--- src/rtl/gearbox_pkg.sv ---
// Shared widths, FSM encoding and default sync pattern for the 16-to-20
// gearbox and its downstream word aligner.
package gearbox_pkg;

    localparam int WORD_W = 20;
    localparam int IN_W   = 16;
    localparam int WIN_W  = 2 * WORD_W;
    localparam int IDX_W  = 5;

    localparam logic [WORD_W-1:0] DEFAULT_SYNC_WORD = 20'hFA0C5;

    typedef enum logic [1:0] {
        HUNT   = 2'd0,
        VERIFY = 2'd1,
        LOCKED = 2'd2
    } state_t;

endpackage

--- src/rtl/sync_detect.sv ---
// Compares every 20-bit candidate of a 40-bit window against the sync word
// and reports the lowest matching bit offset.
module sync_detect
    import gearbox_pkg::*;
(
    input  logic [WIN_W-1:0]  i_window,
    input  logic [WORD_W-1:0] i_sync_word,
    output logic [WORD_W-1:0] o_match,
    output logic              o_any_match,
    output logic [IDX_W-1:0]  o_first_idx
);

    genvar gi;
    generate
        for (gi = 0; gi < WORD_W; gi++) begin : g_cand
            assign o_match[gi] = (i_window[gi +: WORD_W] == i_sync_word);
        end
    endgenerate

    assign o_any_match = |o_match;

    // Scan downwards so the lowest matching offset is the last one written.
    always_comb begin
        o_first_idx = '0;
        for (int i = WORD_W - 1; i >= 0; i--) begin
            if (o_match[i]) begin
                o_first_idx = IDX_W'(i);
            end
        end
    end

endmodule

--- src/rtl/word_aligner.sv ---
// Hunts for a periodic sync word at any of 20 bit offsets in the gearbox
// output stream, locks onto it and forwards frame-aligned words with SOF.
module word_aligner
    import gearbox_pkg::*;
#(
    parameter logic [WORD_W-1:0] SYNC_WORD = DEFAULT_SYNC_WORD,
    parameter int                FRAME_LEN = 16,
    parameter int                LOCK_CNT  = 3,
    parameter int                LOSS_CNT  = 2
)(
    input  logic              clk,
    input  logic              res_n,
    input  logic              in_valid,
    input  logic [WORD_W-1:0] in_data,
    output logic              in_shift,
    output logic              out_valid,
    input  logic              out_ready,
    output logic [WORD_W-1:0] out_data,
    output logic              out_sof,
    output logic              locked
);

    localparam int              CNT_W    = $clog2(FRAME_LEN);
    localparam logic [CNT_W-1:0] CNT_LAST = CNT_W'(FRAME_LEN - 1);
    localparam logic [3:0]      LOCK_THR = 4'(LOCK_CNT);
    localparam logic [3:0]      LOSS_THR = 4'(LOSS_CNT);

    state_t             r_state, w_state_next;
    logic [WORD_W-1:0]  r_prev;
    logic [CNT_W-1:0]   r_cnt, w_cnt_next;
    logic [3:0]         r_hits, w_hits_next;
    logic [3:0]         r_miss, w_miss_next;
    logic [IDX_W-1:0]   r_off, w_off_next;
    logic               r_out_valid;
    logic               r_out_sof;
    logic [WORD_W-1:0]  r_out_data;

    logic [WIN_W-1:0]   w_window;
    logic [WORD_W-1:0]  w_match;
    logic               w_any_match;
    logic [IDX_W-1:0]   w_first_idx;
    logic               w_shift;
    logic               w_check;
    logic               w_off_hit;
    logic               w_load;
    logic [WORD_W-1:0]  w_aligned;

    assign w_window  = {in_data, r_prev};
    assign w_shift   = res_n & in_valid & (~r_out_valid | out_ready);
    assign w_check   = (r_cnt == CNT_LAST);
    assign w_off_hit = w_match[r_off];
    assign w_aligned = w_window[{1'b0, r_off} +: WORD_W];
    assign w_load    = w_shift && (r_state == LOCKED);

    sync_detect u_sync_detect (
        .i_window    (w_window),
        .i_sync_word (SYNC_WORD),
        .o_match     (w_match),
        .o_any_match (w_any_match),
        .o_first_idx (w_first_idx)
    );

    always_ff @(posedge clk or negedge res_n) begin
        if (!res_n) begin
            r_state <= HUNT;
            r_prev  <= '0;
            r_cnt   <= '0;
            r_hits  <= '0;
            r_miss  <= '0;
            r_off   <= '0;
        end else begin
            r_state <= w_state_next;
            r_cnt   <= w_cnt_next;
            r_hits  <= w_hits_next;
            r_miss  <= w_miss_next;
            r_off   <= w_off_next;
            if (w_shift) begin
                r_prev <= in_data;
            end
        end
    end

    always_comb begin
        w_state_next = r_state;
        w_cnt_next   = r_cnt;
        w_hits_next  = r_hits;
        w_miss_next  = r_miss;
        w_off_next   = r_off;
        if (w_shift) begin
            w_cnt_next = w_check ? '0 : r_cnt + 1'b1;
            case (r_state)
                HUNT: begin
                    if (w_any_match) begin
                        w_off_next   = w_first_idx;
                        w_cnt_next   = '0;
                        w_hits_next  = 4'd1;
                        w_state_next = VERIFY;
                    end
                end
                VERIFY: begin
                    if (w_check) begin
                        if (!w_off_hit) begin
                            w_state_next = HUNT;
                        end else if (r_hits + 4'd1 >= LOCK_THR) begin
                            w_hits_next  = LOCK_THR;
                            w_miss_next  = '0;
                            w_state_next = LOCKED;
                        end else begin
                            w_hits_next = r_hits + 4'd1;
                        end
                    end
                end
                LOCKED: begin
                    if (w_check) begin
                        if (w_off_hit) begin
                            w_miss_next = '0;
                        end else if (r_miss + 4'd1 >= LOSS_THR) begin
                            w_miss_next  = LOSS_THR;
                            w_state_next = HUNT;
                        end else begin
                            w_miss_next = r_miss + 4'd1;
                        end
                    end
                end
                default: w_state_next = HUNT;
            endcase
        end
    end

    // Output holds under backpressure; a word pending when lock drops still drains.
    always_ff @(posedge clk or negedge res_n) begin
        if (!res_n) begin
            r_out_valid <= 1'b0;
            r_out_sof   <= 1'b0;
            r_out_data  <= '0;
        end else if (w_load) begin
            r_out_valid <= 1'b1;
            r_out_sof   <= w_check;
            r_out_data  <= w_aligned;
        end else if (out_ready) begin
            r_out_valid <= 1'b0;
            r_out_sof   <= 1'b0;
        end
    end

    assign in_shift  = w_shift;
    assign out_valid = r_out_valid;
    assign out_sof   = r_out_sof;
    assign out_data  = r_out_data;
    assign locked    = (r_state == LOCKED);

endmodule

--- config.mk ---
export PLATFORM = sky130hd
export DESIGN_NAME = word_aligner
export DESIGN_NICKNAME = d
export VERILOG_FILES = /design/src/rtl/gearbox_pkg.sv /design/src/rtl/sync_detect.sv /design/src/rtl/word_aligner.sv
export SDC_FILE = /design/constraint.sdc
export NUM_CORES = 1
export LEC_CHECK = 0
export BUFFER_PORTS_ARGS = -buffer_cell sky130_fd_sc_hd__buf_2
export CORE_MARGIN = 2
export CORE_UTILIZATION = 40
export CTS_CLUSTER_SIZE = 20
export DETAILED_ROUTE_END_ITERATION = 16
export PLACE_DENSITY = 0.65
export SKIP_LAST_GASP = 1
export SLEW_MARGIN = 25
export SYNTH_ARGS = -nofsm -noshare
export SYNTH_HDL_FRONTEND = slang
export SYNTH_SLANG_ARGS = --single-unit
--- constraint.sdc ---
create_clock -name clk -period 2.8 [get_ports clk]
set_input_delay 0.56 -clock clk [delete_from_list [all_inputs] [get_ports clk]]
set_output_delay 0.56 -clock clk [all_outputs]
set_load 0.01 [all_outputs]
==> metrics.cfg, run 1 <==
[sta]
fin_crit_ns = 2.63
tns_ns = 0
final.setup_skew_ns = 0.0186
tightestPinTransition_ns = 0.827
fmax_ghz = 0.381
max_slew_margin_pct = 44.9
final.period_utilization_pct = 93.8
slew_viol_final = 0
setup_violations = 0
rsz0062_at_grt = false
setup_ws_ns = 0.174
hold_viol_final = 0
holdWs_ns = 0.419

[clock_network]
h-tree-depth = 3
cts.sinks = 61
clockBufferDepth = 2
path_clk_slew_ns = 0.06
cts_inserted_buffers = 9
cts-root-buf = clkbuf_16
postCtsSetupRepairBufs = 0
tritoncts = done
clkLatencyLatePin_ns = 0.36

[floorplan]
dieArea_sq_um = 15800
initial_core_util_pct = 40.9
die_h_um = 126
io_pins = 48
core_area_sq_um = 14500
num_rows = 44
die_x_um = 126

[grt]
track_usage_pct = 26.8
grt_first_pass_wirelength_um = 33200
grt_pass1_vias = 5902
grt.overflow.total = 0
grt_max_degree = 62
antenna_found_initial = 1

[placement]
port-buffer-count = 47
dp_slack_ns = -0.0566
dpl.hpwl_um = 15300
gp_congestion = 0.957
placed_cell_area_sq_um = 6690

[logic_synthesis]
async_flop_share_pct = 100
netlist-cell-type-count = 67
synth-edff-count = 0
synthFlopType = dfrtp_1
synth_seq_cells = 61
post-synth-top-area-fraction_pct = 25.8
synth_cells = 703
syn_nets = 732
synth_area_sq_um = 5920
yosys.area.top_type = dfrtp_1
yosysMostFrequentCell = nand2_1
syn_area_per_cell_sq_um = 8.43
synth.top_cells.by_count = 136 x nand2_1, 61 x dfrtp_1, 41 x clkbuf_1
ys_seq_area_share_pct = 25.8
synth.area.top_cells = dfrtp_1 26%, mux4_2 12%, nand2_1 8.6%, nor4bb_1 4.7%, mux2i_1 3.9%
yosys_warnings = 0

[layout]
syn_to_final_growth_pct = 19.2
postLayoutCellArea_sq_um = 7060
nNetsFinal = 796
drive_gt1_share_pct = 27.6
fillerInstances = 1429
antenna_cells = 0

[job]
drv_cap = 0

[power]
power_mw = 2.90
power.density_nw_per_um2 = 411
p_leak_nw = 3.00
ir_worst_vdd_uv = 276

[detailed_routing]
drc = 0
via_per_inst = 6.44
vias = 6160
drtIter0Drc = 642
wl_per_cell_um = 22.0
dr.pass1.iters = 5
detail-route-antenna-nets = 0
wirelength_um = 21000

[critical_path]
worstPathMaxFanout = 10
crit_chain = buf_4 -> nor4b_1 -> nand4_1 -> o221ai_1 -> a221oi_1 -> a22oi_2 -> a21oi_2 -> or4_1 -> o21a_1
cpPeakStageDelay_ns = 0.50
path_class = flop to flop
cp.arrival_ns = 2.86
worst_setup_path_start_kind = flop
cp-end-kind = flop
cp.required_ns = 3.04
cp_slowest_cell = dfrtp_2

[hold_path]
hp-class = input port to flop

[status]
status = finished clean

==> cells by family after synthesis <==
group,synth area share [%]
simple gates,34.2
flops,25.8
buf+inv,5.98
fa+ha+maj,1.06
mux,17.8
xor+xnor,0.148
compound gates,15.1
==> state kept, by name (all words and copies together) (netlist names) <==
signal     count
out_data      20
out_sof        1
out_valid      1
r_cnt          4
r_hits         4
r_miss         4
r_off          5
r_prev        20
r_state        2
==> report_power, final <==
part | switching [mW] | total (mW) | internal, mW
Sequential | 0.162 | 1.11 | 0.950
Combinational | 0.301 | 0.588 | 0.287
Clock | 0.463 | 1.20 | 0.739
==> what timing repair did <==
action | CTS | global route
setup endpoints to repair | 4 | 8
resized for setup | 1 | 16
hold endpoints to repair | 0 | 0
pin swaps | 0 | 1
hold buffers | 0 | 0
==> per-stage QoR <==
| step | utilization (%) | std cells |
|---|---|---|
| 2_1_floorplan | - | 703 |
| 6_report | 48.8 | 956 |
| 5_1_grt | 48.8 | 956 |
| 3_5_place_dp | 46.2 | 940 |
| 4_1_cts | 48.3 | 956 |
| 3_3_place_gp | 46.2 | 940 |
==> worst paths after layout <==
| kind | start | to | slack (ns) | cells after the start |
|---|---|---|---|---|
| worst max-delay path | r_prev[15] | r_hits[0] | 0.17 | 9 |
| worst min-delay path | out_ready | out_sof | 0.42 | 2 |
| worst max register to register | r_prev[15] | r_hits[0] | 0.17 | 9 |
| worst min register to register | out_data[6] | out_data[6] | 0.47 | 2 |
| max in group asynchronous | res_n | r_prev[18] | 1.73 | 2 |
| min in group asynchronous | res_n | out_data[5] | 0.45 | 2 |
==> cells in the final DEF (no fill, tap or decap), drive strengths merged, types with 6 or more instances in the layout <==
cell type and instances:
clkbuf 11, a21oi 30, nor4bb 28, nor4b 12
and4b 6, mux2i 23, nor3 29, o211ai 8
a211oi 16, o22ai 6, buf 123, inv 11
nand4 20, dfrtp 61, nor2 38, mux4 35
nand2 136, o21ai 41, a31oi 7, nand3 30
nor2b 15, and4bb 14
==> layout make-up <==
cell class              count  area (sq um)  area share [%]
multi-input cells         561          4100            58.0
flip-flops and latches     61          1540            21.8
clock buffers              11           253            3.58
inverters                  11          41.3           0.585
clock inverters             5          57.6           0.815
repair buffers            123           843            11.9
well taps                 184           230            3.26
==> routing by layer <==
layer  share of wire [%]  vias to the layer above  track usage, %  wire length (um)
met5                   0                        -               0                 0
li1                    -                     2792               -                 -
met4                 3.0                        0            10.2               631
met1                  42                     2987            36.5              8900
met3                 8.8                       50            5.40              1840
met2                  46                      331            42.2              9630
==> critical path: cells and delay by family (launching register included) <==
kind / cells / cell delay (ns)
AOI/OAI and AO/OA: 5 / 0.80
buffers and inverters: 1 / 0.21
DFF: 1 / 0.50
and+or+nand+nor: 3 / 0.99
Note: power is estimated with default switching activity, not from simulation.
==> run 2, diff against run 1 <==
- CELL_PAD_IN_SITES_DETAIL_PLACEMENT: not set -> 1
- CELL_PAD_IN_SITES_GLOBAL_PLACEMENT: not set -> 1
- PLACE_DENSITY: 0.65 -> 0.8
==> metrics.cfg, run 2 (synthesis gave the netlist of run 1 again) <==
[sta]
max_slew_margin_pct = 46.7  ; +1.8 points
fmax_ghz = 0.364  ; -4.3%
hold_viol_final = 0  ; unchanged
slew_viol_final = 0  ; unchanged
final.period_utilization_pct = 98.0  ; +4.2 points
fin_crit_ns = 2.74  ; +0.119 ns
tightestPinTransition_ns = 0.799  ; -0.0277 ns
setup_violations = 0  ; unchanged
final.setup_skew_ns = 0.00702  ; -0.0115 ns

[critical_path]
worstPathMaxFanout = 9  ; -1
ff2ff_path_depth = 9  ; unchanged
cp_slowest_cell = dfrtp_1
crit_buf_inv = 1  ; unchanged
reg2reg_slack_ns = 0.06  ; -0.12 ns
path_class = flop to flop
rr_startpoint = r_prev[14]
cp-end-kind = flop
cpPeakStageDelay_ns = 0.64  ; +0.14 ns
reg2reg_to = r_hits[1]
cp.arrival_ns = 3.02  ; +0.16 ns
cp.required_ns = 3.08  ; +0.04 ns
worst_setup_path_start_kind = flop
cp_top_family = compound AO/OA/AOI/OAI gates
crit_chain = buf_4 -> and4bb_2 -> nand3_1 -> o221ai_1 -> a221oi_1 -> a22oi_2 -> a21oi_2 -> a2111oi_1 -> a311o_1

[detailed_routing]
drtIter0Drc = 596  ; -7.2%
drc = 0  ; unchanged
detail-route-antenna-nets = 0  ; unchanged
wl_per_cell_um = 23.7  ; +7.8%
wirelength_um = 22300  ; +6.3%
dr.pass1.iters = 5  ; unchanged
via_per_inst = 6.61  ; +2.6%
vias = 6235  ; +1.2%

[clock_network]
cts.sinks = 61  ; unchanged
clockBufferDepth = 2  ; unchanged
h-tree-depth = 3  ; unchanged
path_clk_slew_ns = 0.06  ; about the same
tritoncts = done
cts-root-buf = clkbuf_16
cts_inserted_buffers = 9  ; unchanged
cts_hold_buf = 0  ; unchanged
clkLatencyLatePin_ns = 0.35  ; about the same

[layout]
multi_input_area_sq_um = 4070  ; -0.67%
ff_latch_area_sq_um = 1540  ; about the same
antenna_cells = 0  ; unchanged
fillerInstances = 1736  ; +21%
syn_to_final_growth_pct = 17.3
nNetsFinal = 783  ; -1.6%
final_common_cell = nand2_1
mostFrequentLayoutCells = 136 x nand2_1, 61 x buf_4, 51 x dfrtp_1, 47 x buf_2, 40 x o21ai_0
layout.cells.non_filler = 943  ; -1.4%
drive_gt1_share_pct = 26.1  ; -1.5 points

[power]
ir_worst_vdd_uv = 290  ; +5.0%
power.density_nw_per_um2 = 426  ; +3.5%
power_mw = 2.96  ; +1.9%
p_leak_nw = 2.94  ; -2.1%

[grt]
grt_pass1_vias = 6392  ; +8.3%
grt.overflow.total = 0  ; unchanged
antenna_found_initial = 0  ; -1
grt_max_degree = 62  ; unchanged
track_usage_pct = 28.3  ; +1.5 points
grt_first_pass_wirelength_um = 35400  ; +6.5%

[floorplan]
initial_core_util_pct = 40.9  ; unchanged
num_rows = 44  ; unchanged
dieArea_sq_um = 15800  ; unchanged
die_x_um = 126  ; unchanged
core_area_sq_um = 14500  ; unchanged
die_h_um = 126  ; unchanged
io_pins = 48  ; unchanged

[placement]
gp_congestion = 0.946  ; -1.2%
port-buffer-count = 47  ; unchanged
dpl.hpwl_um = 16500  ; +8.3%
placed_cells = 926  ; -1.5%

[hold_path]
worstHoldStart = out_ready
whs_path_depth = 2  ; unchanged
hold_end = out_sof
hp-class = input port to flop

[job]
drv_cap = 0  ; unchanged

[status]
status = finished clean

-- run 2: cell count changes in the layout (fill, tap and decap cells not counted), sizes merged --
cell	change
bufinv	+1
buf	-13
inv	-1
-- run 2: worst max path at each step --
stage	startpoint	end	slack, ns	cells past startpoint
5_1_grt	r_prev[14]	r_hits[1]	-0.03	9
4_1_cts	r_prev[12]	r_miss[0]	0.02	10
6_report	r_prev[14]	r_hits[1]	0.06	9
3_3_place_gp	in_data[3]	r_miss[2]	0.006	11
3_5_place_dp	in_data[7]	r_hits[1]	-0.09	9
2_1_floorplan	in_data[0]	r_hits[0]	0.33	8
-- run 2: power breakdown --
part / switching, mW / total (mW) / internal [mW]
Combinational: 0.318 / 0.590 / 0.272
Sequential: 0.160 / 1.11 / 0.950
Clock: 0.430 / 1.26 / 0.828
Total: 0.907 / 2.96 / 2.05
-- run 2: final cells by class --
class | instances | area share, %
inverter | 11 | 0.594
timing repair buffer | 110 | 10.6
clock inverter | 5 | 1.19
clock buffer | 11 | 3.64
multi-input combinational | 561 | 58.6
tap | 184 | 3.31
sequential | 61 | 22.2
-- run 2: repair_timing --
action                                  4_1_cts  5_1_grt
buffers inserted                              1        0
endpoints found under the setup margin        5        9
gates cloned                                  0        0
endpoints found under the hold margin         0        0
gates resized for setup                       3       10
pin swaps                                     1        0
-- run 2: through the flow --
stage	area, sq um	setup WS [ns]	setup TNS, ns	hold WS (ns)	utilization, %
CTS	6920	0.0197	0	0.408	47.8
detailed placement	6570	-0.0943	-0.440	0.468	45.4
floorplan	5920	0.326	0	0.264	-
global placement	6570	0.00566	0	0.460	45.4
global route	6950	-0.0333	-0.0386	0.419	48.0
finish	6950	0.0557	0	0.415	48.0
-- run 2: per-layer routing --
metal | GRT usage [%] | vias up | share of wire [%]
li1 | - | 2756 | -
met1 | 36.0 | 3129 | 42
met2 | 46.0 | 300 | 48
met3 | 7.56 | 50 | 7.6
met4 | 11.2 | 0 | 2.8
met5 | 0 | - | 0
==> run 3, diff against run 2 <==
- RECOVER_POWER: not set -> 50
==> metrics.cfg, run 3 (synthesis gave the netlist of run 1 again) <==
[grt]
busiest_layer = met2
grt_max_degree = 62  ; unchanged
track_usage_pct = 28.3  ; unchanged
grt_use_met3_pct = 7.56  ; unchanged
use_met2_pct = 46.0  ; unchanged
antenna_found_initial = 0  ; unchanged
grt_first_pass_wirelength_um = 35400  ; unchanged
grt.overflow.total = 0  ; unchanged
grt_use_met1_pct = 36.0  ; unchanged
grt_pass1_vias = 6392  ; unchanged

[clock_network]
h-tree-depth = 3  ; unchanged
tritoncts = done
cts-root-buf = clkbuf_16
clkLatencyLatePin_ns = 0.35  ; about the same
clockBufferDepth = 2  ; unchanged
cts.sinks = 61  ; unchanged
cts_inserted_buffers = 9  ; unchanged
path_clk_slew_ns = 0.06  ; about the same

[floorplan]
num_rows = 44  ; unchanged
core_area_sq_um = 14500  ; unchanged
io_pins = 48  ; unchanged
dieArea_sq_um = 15800  ; unchanged
initial_core_util_pct = 40.9  ; unchanged
die_x_um = 126  ; unchanged
die_h_um = 126  ; unchanged

[detailed_routing]
wirelength_um = 22400  ; +0.21%
via_per_inst = 6.63  ; +0.24%
detail-route-antenna-nets = 0  ; unchanged
dr.pass1.iters = 5  ; unchanged
drtIter0Drc = 621  ; +4.2%
vias = 6250  ; +0.24%
drc = 0  ; unchanged
wl_per_cell_um = 23.7  ; +0.21%

[power]
p_clk_share_pct = 42.5  ; about the same
switchingPower_uw = 908  ; +0.13%
power_frac_comb_pct = 19.9  ; about the same
internal_power_mw = 2.05  ; about the same
p_leak_nw = 2.89  ; -1.7%
power.density_nw_per_um2 = 427  ; +0.24%
power_mw = 2.96  ; about the same
ir_worst_vdd_uv = 290  ; about the same
pwr-share-seq_pct = 37.6  ; about the same
switching_share_pct = 30.7  ; +0.042 points

[critical_path]
cp-end-kind = flop
reg2reg_slack_ns = 0.04  ; -0.02 ns
cp.arrival_ns = 3.04  ; +0.02 ns
cp.required_ns = 3.08  ; about the same
crit_buf_inv = 1  ; unchanged
reg2reg_to = r_hits[1]
ff2ff_path_depth = 9  ; unchanged
path_class = flop to flop
cp_top_family = compound AO/OA/AOI/OAI gates
rr_startpoint = r_prev[14]
cpPeakStageDelay_ns = 0.65  ; about the same
cp_slowest_cell = dfrtp_1
worstPathMaxFanout = 9  ; unchanged
crit_chain = buf_4 -> and4bb_2 -> nand3_1 -> o221ai_1 -> a221oi_1 -> a22oi_2 -> a21oi_2 -> a2111oi_1 -> a311o_1
worst_setup_path_start_kind = flop

[sta]
holdWs_ns = 0.416  ; +0.000930 ns
final.setup_skew_ns = 0.00628  ; -0.000742 ns
final.period_utilization_pct = 98.7  ; +0.65 points
setup_violations = 0  ; unchanged
setup_ws_ns = 0.0377  ; -0.0181 ns
slew_viol_final = 62  ; +62
fin_crit_ns = 2.76  ; +0.0181 ns
tightestPinTransition_ns = 1.59  ; +0.796 ns
fmax_ghz = 0.362  ; -0.65%
hold_viol_final = 0  ; unchanged
max_slew_margin_pct = -6.33  ; -53 points

[layout]
drive_gt1_share_pct = 24.5  ; -1.6 points
syn_to_final_growth_pct = 17.0
antenna_cells = 0  ; unchanged
nNetsFinal = 783  ; unchanged
mostFrequentLayoutCells = 136 x nand2_1, 60 x buf_4, 51 x dfrtp_1, 40 x o21ai_0, 37 x nor2_1
fin_util_pct = 47.9  ; -0.12 points
final_common_cell = nand2_1

[placement]
gp_congestion = 0.946  ; unchanged
dp_slack_ns = -0.0943  ; unchanged
port-buffer-count = 47  ; unchanged
dpl.hpwl_um = 16500  ; unchanged

[hold_path]
worstHoldStart = out_ready
whs_path_depth = 2  ; unchanged
hp-class = input port to flop
hold_end = out_sof

[status]
status = finished with violations
violations = capacitance limit, slew limit

[job]
drv_cap = 1  ; +1

run 3: layout make-up:
type                       count  area [sq um]
timing repair buffer         110           716
clock buffer                  11           253
multi-input combinational    561          4070
tap                          184           230
fill                        1740          7550
clock inverter                 5          82.6
inverter                      11          41.3
sequential                    61          1540
run 3: power groups by stage:
stage | clock [mW] | sequential (mW) | combinational [mW]
after floorplan | 0 | 1.02 | 0.398
after global placement | 0 | 1.10 | 0.544
after detailed placement | 0 | 1.11 | 0.574
after CTS | 1.28 | 1.10 | 0.581
after global routing | 1.32 | 1.11 | 0.632
final | 1.26 | 1.11 | 0.588
run 3: metrics by stage:
stage	TNS (ns)	cells	instance area, sq um
after floorplan	0	703	5920
after global placement	0	926	6570
after detailed placement	-0.440	926	6570
after CTS	0	943	6920
after global routing	-0.0386	943	6930
final	0	943	6930
run 3: what timing repair did:
action,4_1_cts,5_1_grt
hold buffers,0,0
setup buffers,1,0
endpoints found under the hold margin,0,0
pin swaps,1,0
setup endpoints to repair,5,9
gates resized for setup,3,10
run 3: how the worst max path moves through the flow:
stage	to	cells after the start	startpoint
final	r_hits[1]	9	r_prev[14]
after global routing	r_hits[1]	9	r_prev[14]
after CTS	r_miss[0]	10	r_prev[12]
after detailed placement	r_hits[1]	9	in_data[7]
after global placement	r_miss[2]	11	in_data[3]
after floorplan	r_hits[0]	8	in_data[0]
run 3: routing by layer:
layer | vias to the layer above | part of all wire, %
met5 | - | 0
met4 | 0 | 3.1
met3 | 64 | 8.1
met2 | 311 | 48
met1 | 3122 | 41
li1 | 2753 | -
